`config.mk`:
```
export PLATFORM = sky130hd
export DESIGN_NAME = instruction_fetch
export DESIGN_NICKNAME = d
export VERILOG_FILES = /design/src/rtl/fetch_pkg.sv /design/src/rtl/fetch_queue.sv /design/src/rtl/instruction_fetch.sv
export SDC_FILE = /design/constraint.sdc
export NUM_CORES = 1
export LEC_CHECK = 0
export CELL_PAD_IN_SITES_DETAIL_PLACEMENT = 0
export CELL_PAD_IN_SITES_GLOBAL_PLACEMENT = 2
export CORE_UTILIZATION = 37
export DETAILED_ROUTE_END_ITERATION = 12
export GPL_ROUTABILITY_DRIVEN = 0
export PLACE_DENSITY_LB_ADDON = 0.1
export SLEW_MARGIN = 30
export SYNTH_ARGS = -nofsm -noshare
export SYNTH_HDL_FRONTEND = slang
export SYNTH_SLANG_ARGS = --single-unit
export TNS_END_PERCENT = 100
```
`constraint.sdc`:
```
create_clock -name clk -period 3 [get_ports clk]
set_input_delay 0.9 -clock clk [delete_from_list [all_inputs] [get_ports clk]]
set_output_delay 0.9 -clock clk [all_outputs]
set_load 0.01 [all_outputs]
```
`src/rtl/fetch_pkg.sv`:
```
// Shared types and constants for the instruction fetch stage.
package fetch_pkg;

  localparam int unsigned XLEN = 32;
  localparam logic [XLEN-1:0] PC_STEP = 32'd4;

  typedef enum logic [1:0] {
    IDLE  = 2'd0,
    FETCH = 2'd1,
    FLUSH = 2'd2
  } fetch_state_t;

  typedef struct packed {
    logic [XLEN-1:0] pc;
    logic [XLEN-1:0] inst;
  } fetch_entry_t;

endpackage

```
`src/rtl/fetch_queue.sv`:
```
// Prefetch FIFO of {pc, instruction} pairs with synchronous clear and occupancy.
module fetch_queue
  import fetch_pkg::*;
#(
  parameter int unsigned DEPTH = 4,
  localparam int unsigned AW = $clog2(DEPTH),
  localparam int unsigned CW = $clog2(DEPTH) + 1
) (
  input  logic         clk,
  input  logic         reset,
  input  logic         clear,
  input  logic         wr_en,
  input  fetch_entry_t wr_entry,
  input  logic         rd_en,
  output fetch_entry_t head,
  output logic [CW-1:0] count
);

  fetch_entry_t  mem [DEPTH];
  logic [AW-1:0] wr_ptr;
  logic [AW-1:0] rd_ptr;
  logic [CW-1:0] count_q;
  logic          do_wr;
  logic          do_rd;

  // Clear wins over everything; a write into a full queue is only taken alongside a read.
  assign do_rd = rd_en && !clear && (count_q != '0);
  assign do_wr = wr_en && !clear && ((count_q != CW'(DEPTH)) || do_rd);

  assign head  = mem[rd_ptr];
  assign count = count_q;

  // Pointer and occupancy bookkeeping.
  always_ff @(posedge clk or negedge reset) begin
    if (!reset) begin
      wr_ptr  <= '0;
      rd_ptr  <= '0;
      count_q <= '0;
    end else if (clear) begin
      wr_ptr  <= '0;
      rd_ptr  <= '0;
      count_q <= '0;
    end else begin
      if (do_wr) wr_ptr <= wr_ptr + AW'(1);
      if (do_rd) rd_ptr <= rd_ptr + AW'(1);
      case ({do_wr, do_rd})
        2'b10:   count_q <= count_q + CW'(1);
        2'b01:   count_q <= count_q - CW'(1);
        default: count_q <= count_q;
      endcase
    end
  end

  // Storage array; contents are don't-care while the slot is not occupied.
  always_ff @(posedge clk) begin
    if (do_wr) mem[wr_ptr] <= wr_entry;
  end

endmodule

```
`src/rtl/instruction_fetch.sv`:
```
// In-order instruction fetch with credit-limited prefetch and redirect flush.
// Optional stall counter output is enabled by defining FETCH_PERF_EN.
//
//  state | meaning
//  IDLE  | one cycle after reset before the first request
//  FETCH | issuing requests while credits remain, queueing responses
//  FLUSH | dropping responses that were in flight at a redirect
module instruction_fetch
  import fetch_pkg::*;
#(
  parameter int unsigned DEPTH    = 4,
  parameter logic [31:0] RESET_PC = 32'h0
) (
  input  logic            clk,
  input  logic            reset,
  output logic            imem_req_valid,
  output logic [XLEN-1:0] imem_req_addr,
  input  logic            imem_req_ready,
  input  logic            imem_resp_valid,
  input  logic [XLEN-1:0] imem_resp_data,
  output logic            inst_valid,
  output logic [XLEN-1:0] inst_data,
  output logic [XLEN-1:0] inst_pc,
  input  logic            inst_ready,
  input  logic            redirect_valid,
  input  logic [XLEN-1:0] redirect_pc
`ifdef FETCH_PERF_EN
  ,
  output logic [31:0]     perf_stall_cycles
`endif
);

  localparam int unsigned CW = $clog2(DEPTH) + 1;
  localparam logic [XLEN-1:0] START_PC = RESET_PC & ~XLEN'(3);

  fetch_state_t    state, state_next;
  logic [XLEN-1:0] fetch_pc, fetch_pc_next;
  logic [XLEN-1:0] resp_pc, resp_pc_next;
  logic [CW-1:0]   outstanding, outstanding_next;
  logic [CW-1:0]   discard, discard_next;
  logic [CW-1:0]   occupancy;
  logic [XLEN-1:0] redirect_target;
  fetch_entry_t    head;
  fetch_entry_t    wr_entry;
  logic            accept;
  logic            resp_live;
  logic            q_wr, q_rd, q_clear;

  assign redirect_target = redirect_pc & ~XLEN'(3);

  // Request validity depends only on registered state, never on ready inputs.
  assign imem_req_valid = (state == FETCH) && ((occupancy + outstanding) < CW'(DEPTH));
  assign imem_req_addr  = fetch_pc;
  assign accept         = imem_req_valid && imem_req_ready;
  assign resp_live      = imem_resp_valid && (outstanding != '0);

  assign inst_valid = (occupancy != '0);
  assign inst_data  = inst_valid ? head.inst : '0;
  assign inst_pc    = inst_valid ? head.pc   : '0;

  assign wr_entry.pc   = resp_pc;
  assign wr_entry.inst = imem_resp_data;

  fetch_queue #(.DEPTH(DEPTH)) u_queue (
    .clk      (clk),
    .reset    (reset),
    .clear    (q_clear),
    .wr_en    (q_wr),
    .wr_entry (wr_entry),
    .rd_en    (q_rd),
    .head     (head),
    .count    (occupancy)
  );

  // State, PC and credit registers.
  always_ff @(posedge clk or negedge reset) begin
    if (!reset) begin
      state       <= IDLE;
      fetch_pc    <= START_PC;
      resp_pc     <= START_PC;
      outstanding <= '0;
      discard     <= '0;
    end else begin
      state       <= state_next;
      fetch_pc    <= fetch_pc_next;
      resp_pc     <= resp_pc_next;
      outstanding <= outstanding_next;
      discard     <= discard_next;
    end
  end

  // Next-state, credit accounting and queue control; redirect overrides last.
  always_comb begin
    state_next       = state;
    fetch_pc_next    = fetch_pc;
    resp_pc_next     = resp_pc;
    outstanding_next = outstanding;
    discard_next     = discard;
    q_wr             = 1'b0;
    q_rd             = 1'b0;
    q_clear          = 1'b0;

    case (state)
      IDLE: state_next = FETCH;
      FETCH: begin
        if (accept) fetch_pc_next = fetch_pc + PC_STEP;
        if (resp_live) begin
          q_wr         = 1'b1;
          resp_pc_next = resp_pc + PC_STEP;
        end
        outstanding_next = outstanding + CW'(accept) - CW'(resp_live);
        q_rd = inst_valid && inst_ready;
      end
      FLUSH: begin
        if (discard == '0) begin
          state_next = FETCH;
        end else if (imem_resp_valid) begin
          discard_next = discard - CW'(1);
          if (discard == CW'(1)) state_next = FETCH;
        end
      end
      default: state_next = IDLE;
    endcase

    if (redirect_valid) begin
      fetch_pc_next = redirect_target;
      resp_pc_next  = redirect_target;
      q_clear       = 1'b1;
      q_wr          = 1'b0;
      q_rd          = 1'b0;
      // In FLUSH the pending discard count already covers everything in flight.
      if (state != FLUSH) begin
        discard_next     = outstanding + CW'(accept) - CW'(resp_live);
        outstanding_next = '0;
        state_next       = (discard_next != '0) ? FLUSH : FETCH;
      end
    end
  end

`ifdef FETCH_PERF_EN
  // Saturating count of FETCH cycles with nothing to hand to decode.
  always_ff @(posedge clk or negedge reset) begin
    if (!reset) begin
      perf_stall_cycles <= '0;
    end else if ((state == FETCH) && !inst_valid && (perf_stall_cycles != '1)) begin
      perf_stall_cycles <= perf_stall_cycles + 32'd1;
    end
  end
`endif

endmodule

```
==> results.cfg, run 1 <==
[power]
peakVddDrop_mv = 0.344
leakage_uw = 0.00642
power.density_nw_per_um2 = 699
total_power_uw = 12600

[placement]
pre_cts_ws_ns = -0.329
port_buffers = 161
place_inst = 1509
post-dp-hpwl_um = 21200

[global_route]
grt_usage = 0.178
first_global_vias = 8544
antenna_found_initial = 0
overflow = 0
grt_pass1_wl_um = 51300
grt_max_degree = 46

[routing]
drc_errors = 0
firstDrtPassIters = 4
first_iter_violations = 328
vias = 8133
viasPerCell = 5.11
ant_nets = 0
wl_per_cell_um = 20.7
wirelength_um = 32900

[yosys]
async_flop_share = 0.232
synth.avg_cell_area_sq_um = 16.0
synth_ff_type = edfxtp_1
yosys.area.top_type = edfxtp_1
synthesis.area_sq_um = 13800
synth_cell_types = 53
synth-edff-count = 248
ys_seq_elements = 323
synth_area_leaders = edfxtp_1 (54%), dfrtp_1 (14%), mux4_2 (10%), and2_1 (3.1%), xnor2_1 (2.0%)
ys_warn_count = 0
ys_seq_area_frac = 0.675
synth_cells = 865
synth_top_area_frac = 0.539

[flow_run]
drv_cap = 0

[layout]
final_nets = 1183
utilization = 0.492
nFillCells = 3147
area_delta_synth_final_pct = 30.6
fin_cells = 1591
drive_gt1_frac = 0.301
multiInputGateArea_sq_um = 4380
n_antenna_cell = 0
area.sequential_sq_um = 9330

[timing]
max_freq_mhz = 327
setup_slack_ns = -0.0598
maxSlewHeadroom = 0.639
clock_skew_ns = 0.0157
rsz0062_at_grt = true
worst_slew_pin_slew_ns = 0.541
setup_tns_ns = -0.987
period_minus_slack_ns = 3.06
min_period_over_period = 1.02
hold_violations = 0
finalMaxSlewViolations = 0
setup_viol = 38

[setup_path]
crit_buf_inv = 4
r2r_start = u_queue.count[1]
crit_arrival_ns = 2.16
cp-end-kind = output pin
cp_data_required_time_ns = 2.10
crit_fanout = 7
start_kind = register
path_delay_family = buffers and inverters
crit_chain = buf_12 > buf_8 > buf_16 > mux4_2 > and2_4 > buf_6
crit_slowest_cell = dfrtp_4
critical_path_class = register to output pin
slowest_delay_ns = 0.49
crit_start = u_queue.rd_ptr[0]

[clock_network]
clock_sinks = 323
cts_buffers = 37
clock_latency_ns = 0.52
cts_root_buf = clkbuf_16
clkTransAtPathRegs_ns = 0.06
cts_max_level = 2
cts_tree = done
clockBufferDepth = 3

[die]
start_util = 0.377
rows = 70
fp.dieArea_sq_um = 38100
io_pins = 168
fp.dieW_um = 195
coreArea_sq_um = 36700
die_h_um = 195

[outcome]
violations = negative setup slack
status = finished with violations

[hold_path]
min_path_type = primary input to async pin
synthesized netlist by cell type (7+ instances only):
library cell,n
edfxtp_1,248
dfrtp_1,75
and2_1,68
mux4_2,62
nand2_1,47
clkbuf_1,32
xnor2_1,31
mux2_2,21
inv_1,20
nand3_1,20
a21oi_1,18
nor2_1,18
xor2_1,18
o21ai_0,16
nor3_1,13
ha_1,12
nand4_1,12
and4_1,11
nor4_1,11
and3_1,9
o211ai_1,8
nand2b_1,7
worst register-to-register path, cell delays in order (launching register included):
cell and delay (ns):
dfrtp_1 0.40, ha_1 0.29, a31oi_2 0.17, xnor2_2 0.11
or2_2 0.30, ha_1 0.27, inv_1 0.04, ha_1 0.19
fa_2 0.36, xnor2_2 0.15, nor3b_2 0.21, nor2_1 0.07
a21oi_1 0.14
metrics by stage:
stage / instance area, sq um / hold slack (ns)
final: 18000 / 0.362
after global placement: 16500 / 0.561
after global routing: 18000 / 0.389
after floorplan: 13900 / 0.476
after CTS: 18000 / 0.375
after detailed placement: 16500 / 0.563
cells by family (layout without fill, tap and decap cells):
group	count (synthesis)	count (layout)	share of synthesized area
adders and majority gates	14	14	0.0138
and+or+nand+nor	251	251	0.103
DFF	323	323	0.675
AOI/OAI and AO/OA	75	75	0.0353
buffers and inverters	63	318	0.0183
xor gates and xnor gates	51	51	0.0334
muxes	87	87	0.121
other	1	4	0.000271
flip-flops by register name (all words and copies together) (netlist names):
signal,flops
resp_pc,30
u_queue.rd_ptr,2
outstanding,3
state,2
u_queue.wr_ptr,2
u_queue.count,3
imem_req_addr,30
discard,3
u_queue.mem,248
report_power, final:
| group | switching (uW) | internal, uW | leakage [uW] |
|---|---|---|---|
| Sequential | 277 | 5110 | 0.00312 |
| Combinational | 1320 | 1520 | 0.00272 |
| Clock | 1760 | 2620 | 0.000581 |
| Total | 3360 | 9250 | 0.00642 |
layout make-up:
cell class                      instances  share of cell area
Clock buffer                           42              0.0523
Clock inverter                         21              0.0132
Inverter                               20             0.00416
Multi-Input combinational cell        482               0.243
Sequential cell                       323               0.517
Tap cell                              468              0.0324
Timing Repair Buffer                  235               0.138
worst paths after layout:
kind                                       to  slack [ns]  depth (start not counted)
min in group clk           u_queue.mem[0][56]        0.57                          0
min reg2reg                u_queue.mem[0][56]        0.57                          0
max reg2reg                          state[0]        0.21                         12
max in group asynchronous         resp_pc[27]        2.01                          2
min                         imem_req_addr[14]        0.36                          1
max                              inst_data[1]       -0.06                          6
cell usage in the layout (no fill, tap or decap), types with 6 or more instances in the layout:
master | synthesis | final
clkdlybuf4s50_1 | 0 | 96
o211ai_1 | 8 | 8
nand2b_1 | 7 | 7
or2_2 | 6 | 6
and2_1 | 68 | 24
buf_4 | 4 | 40
and3_1 | 9 | 9
nand4_1 | 12 | 12
mux4_2 | 62 | 62
nor4_1 | 11 | 11
xnor2_1 | 31 | 30
edfxtp_1 | 248 | 248
and2_4 | 0 | 40
nor4b_1 | 6 | 6
nand2_1 | 47 | 47
o21ai_0 | 16 | 16
and4_1 | 11 | 11
nor3_1 | 13 | 13
a21oi_1 | 18 | 18
clkbuf_16 | 0 | 37
clkinv_2 | 0 | 8
a21boi_0 | 6 | 6
buf_6 | 0 | 43
xor2_1 | 18 | 18
ha_1 | 12 | 12
dfrtp_1 | 75 | 73
inv_1 | 20 | 19
buf_2 | 1 | 25
buf_16 | 0 | 6
buf_12 | 0 | 19
nand3_1 | 20 | 20
mux2_2 | 21 | 21
nor2_1 | 18 | 18
per-layer routing:
metal / vias to the layer above / share of wire / GRT usage / wire length (um)
li1: 3789 / - / - / -
met1: 4112 / 0.46 / 0.247 / 15200
met2: 188 / 0.48 / 0.291 / 15900
met3: 44 / 0.038 / 0.0292 / 1250
met4: 0 / 0.018 / 0.0443 / 593
met5: - / 0 / 0 / 0
timing repair:
| item | 4_1_cts | 5_1_grt |
|---|---|---|
| gates resized for setup | 327 | 34 |
| pin swaps | 29 | 3 |
| setup buffers | 15 | 1 |
| setup endpoints to repair | 64 | 57 |
| gates cloned | 7 | 0 |
| hold buffers | 0 | 0 |
No activity file was read; power rests on OpenSTA's default activity.
==> run 2: changes to the inputs <==
ABC_AREA = 1   (was default)
CORE_UTILIZATION = 32   (was 37)
CTS_CLUSTER_SIZE = 28   (was default)
==> results.cfg, run 2 <==
[setup_path]
cp-end-kind = output pin
critical_path_class = register to output pin
crit_arrival_ns = 2.14
crit_start = u_queue.rd_ptr[0]
start_kind = register
worstRegToRegCells = 16
r2r_start = outstanding[1]
crit_fanout = 7
cp_data_required_time_ns = 2.10

[layout]
regMostFlops = u_queue.mem
layout_common_cells = nand2_1 (304), nor2_1 (295), edfxtp_1 (248), nand3_1 (102), clkdlybuf4s50_1 (96)
area_delta_synth_final_pct = 33.4
utilization = 0.436
final_nets = 1887
fin_cells = 2427
drive_gt1_frac = 0.175
final_common_cell = nand2_1
largest_register_ffs = 248
n_antenna_cell = 0

[timing]
period_minus_slack_ns = 3.04
min_period_over_period = 1.01
clock_skew_ns = 0.0161
setup_tns_ns = -0.199
max_freq_mhz = 329
hold_violations = 0
finalMaxSlewViolations = 0
setup_slack_ns = -0.0430
maxSlewHeadroom = 0.655
hold-worst-slack_ns = 0.309
setup_viol = 10
rsz0062_at_grt = true
worst_slew_pin_slew_ns = 0.517

[flow_run]
drv_cap = 0

[power]
pwr-share-comb = 0.181
p_sw_uw = 3630
p_sw_frac = 0.288
p_clk_frac = 0.363
peakVddDrop_mv = 0.347
power.density_nw_per_um2 = 631
p_seq_frac = 0.456
intPower_uw = 8960
leakage_uw = 0.00774

[clock_network]
cts_max_level = 2
clockBufferDepth = 3
cts_buffers = 38
clock_sinks = 323
clock_latency_ns = 0.55
clkTransAtPathRegs_ns = 0.06
cts_root_buf = clkbuf_16
cts_tree = done

[yosys]
yosysMostFrequentCell = nor2_1
synth-edff-count = 248
synth_common_cells = nor2_1 (351), nand2_1 (305), edfxtp_1 (248)
synth.avg_cell_area_sq_um = 9.56
synth_cells = 1565
async_flop_share = 0.232
yosys.area.top_type = edfxtp_1
synth_cell_types = 37
synth_top_area_frac = 0.498
synth_ff_type = edfxtp_1
ys_seq_area_frac = 0.623
synthesis.area_sq_um = 15000
synth_area_leaders = edfxtp_1 (50%), dfrtp_1 (13%), nor2_1 (8.8%), nand2_1 (7.7%), o21ai_0 (5.0%)
ys_warn_count = 0
ys_seq_elements = 323

[routing]
wl_per_cell_um = 19.5
wirelength_um = 47400
firstDrtPassIters = 5
first_iter_violations = 671
ant_nets = 0
drc_errors = 0
viasPerCell = 4.80
vias = 11600

[die]
io_pins = 168
start_util = 0.327
fp.dieW_um = 218
coreArea_sq_um = 45800
fp.dieArea_sq_um = 47600
rows = 78
die_h_um = 218

[global_route]
first_global_vias = 11500
grt_usage = 0.199
grt_pass1_wl_um = 70800
grt_max_degree = 52
overflow = 0
antenna_found_initial = 0

[placement]
place_inst = 2313
port_buffers = 161
post-dp-hpwl_um = 29000

[hold_path]
min_path_type = primary input to async pin

[outcome]
status = finished with violations
violations = negative setup slack
-- run 2: changes by cell type in the layout (fill, tap and decap cells not counted), sizes merged, moves of 15 or more --
cell / delta
clkbuf: +21
xnor2: -23
a21oi: +69
o21ai: +136
nor2: +346
inv: +61
buf: +15
nand3b: +15
nand3: +85
and2: -69
mux4: -62
nand2: +259
mux2: -21
-- run 2: cell families after synthesis --
family / Yosys count / share of synthesized area
AO/OA/AOI/OAI: 248 / 0.0850
flip-flops: 323 / 0.623
buffers and inverters: 153 / 0.0435
other: 1 / 0.000251
adder cells (fa/ha/maj): 14 / 0.0127
XOR/XNOR: 26 / 0.0152
AND/OR/NAND/NOR: 800 / 0.220
-- run 2: routing by layer --
layer	track usage	wire, um	up-vias
met1	0.267	21800	5647
met5	0	0	-
met3	0.0245	1520	47
met4	0.0506	790	0
met2	0.338	23200	196
li1	-	-	5748
-- run 2: area by class of cell --
class                      instances  area, sq um
fill                            4497        25800
sequential                       323         9330
inverter                          81          314
tap                              600          751
multi-input combinational       1092         5300
clock inverter                    17          208
timing repair buffer             267         3050
clock buffer                      47         1010
-- run 2: repair_timing --
action	4_1_cts	5_1_grt
endpoints found under the setup margin	63	59
buffers inserted	26	8
pin swaps	27	58
cloned	14	5
hold buffers	0	0
gates resized for setup	311	123
-- run 2: final timing paths --
path / endpoint / slack (ns)
max in group asynchronous: resp_pc[12] / 2.05
worst max-delay path: inst_data[13] / -0.04
worst max register to register: state[0] / 0.41
worst min-delay path: imem_req_addr[5] / 0.31
worst min register to register: discard[1] / 0.52
min in group clk: discard[1] / 0.52
-- run 2: power by group through the flow --
stage          logic [uW]  registers (uW)  clock network, uW
2_1_floorplan        1240            5670                  0
3_3_place_gp         2220            5810                  0
3_5_place_dp         2220            5820                  0
4_1_cts              2290            5740               4700
5_1_grt              2550            5800               4860
6_report             2270            5740               4570
-- run 2: critical path: stages (launching register included) --
cell and delay (ns):
dfrtp_4 0.53, buf_6 0.16, buf_16 0.14, buf_12 0.14, clkbuf_16 0.17, nor2_2 0.10, nor2_1 0.04, o21ai_1 0.09
a21oi_1 0.08, buf_2 0.14
-- run 2: through the flow --
stage	cell area, sq um	setup slack [ns]	power, uW
after global placement	17800	-0.0578	8030
final	20000	-0.0430	12600
after floorplan	15000	-0.583	6910
after global routing	20000	-0.135	13200
after CTS	19600	-0.168	12700
after detailed placement	17800	-0.0421	8040
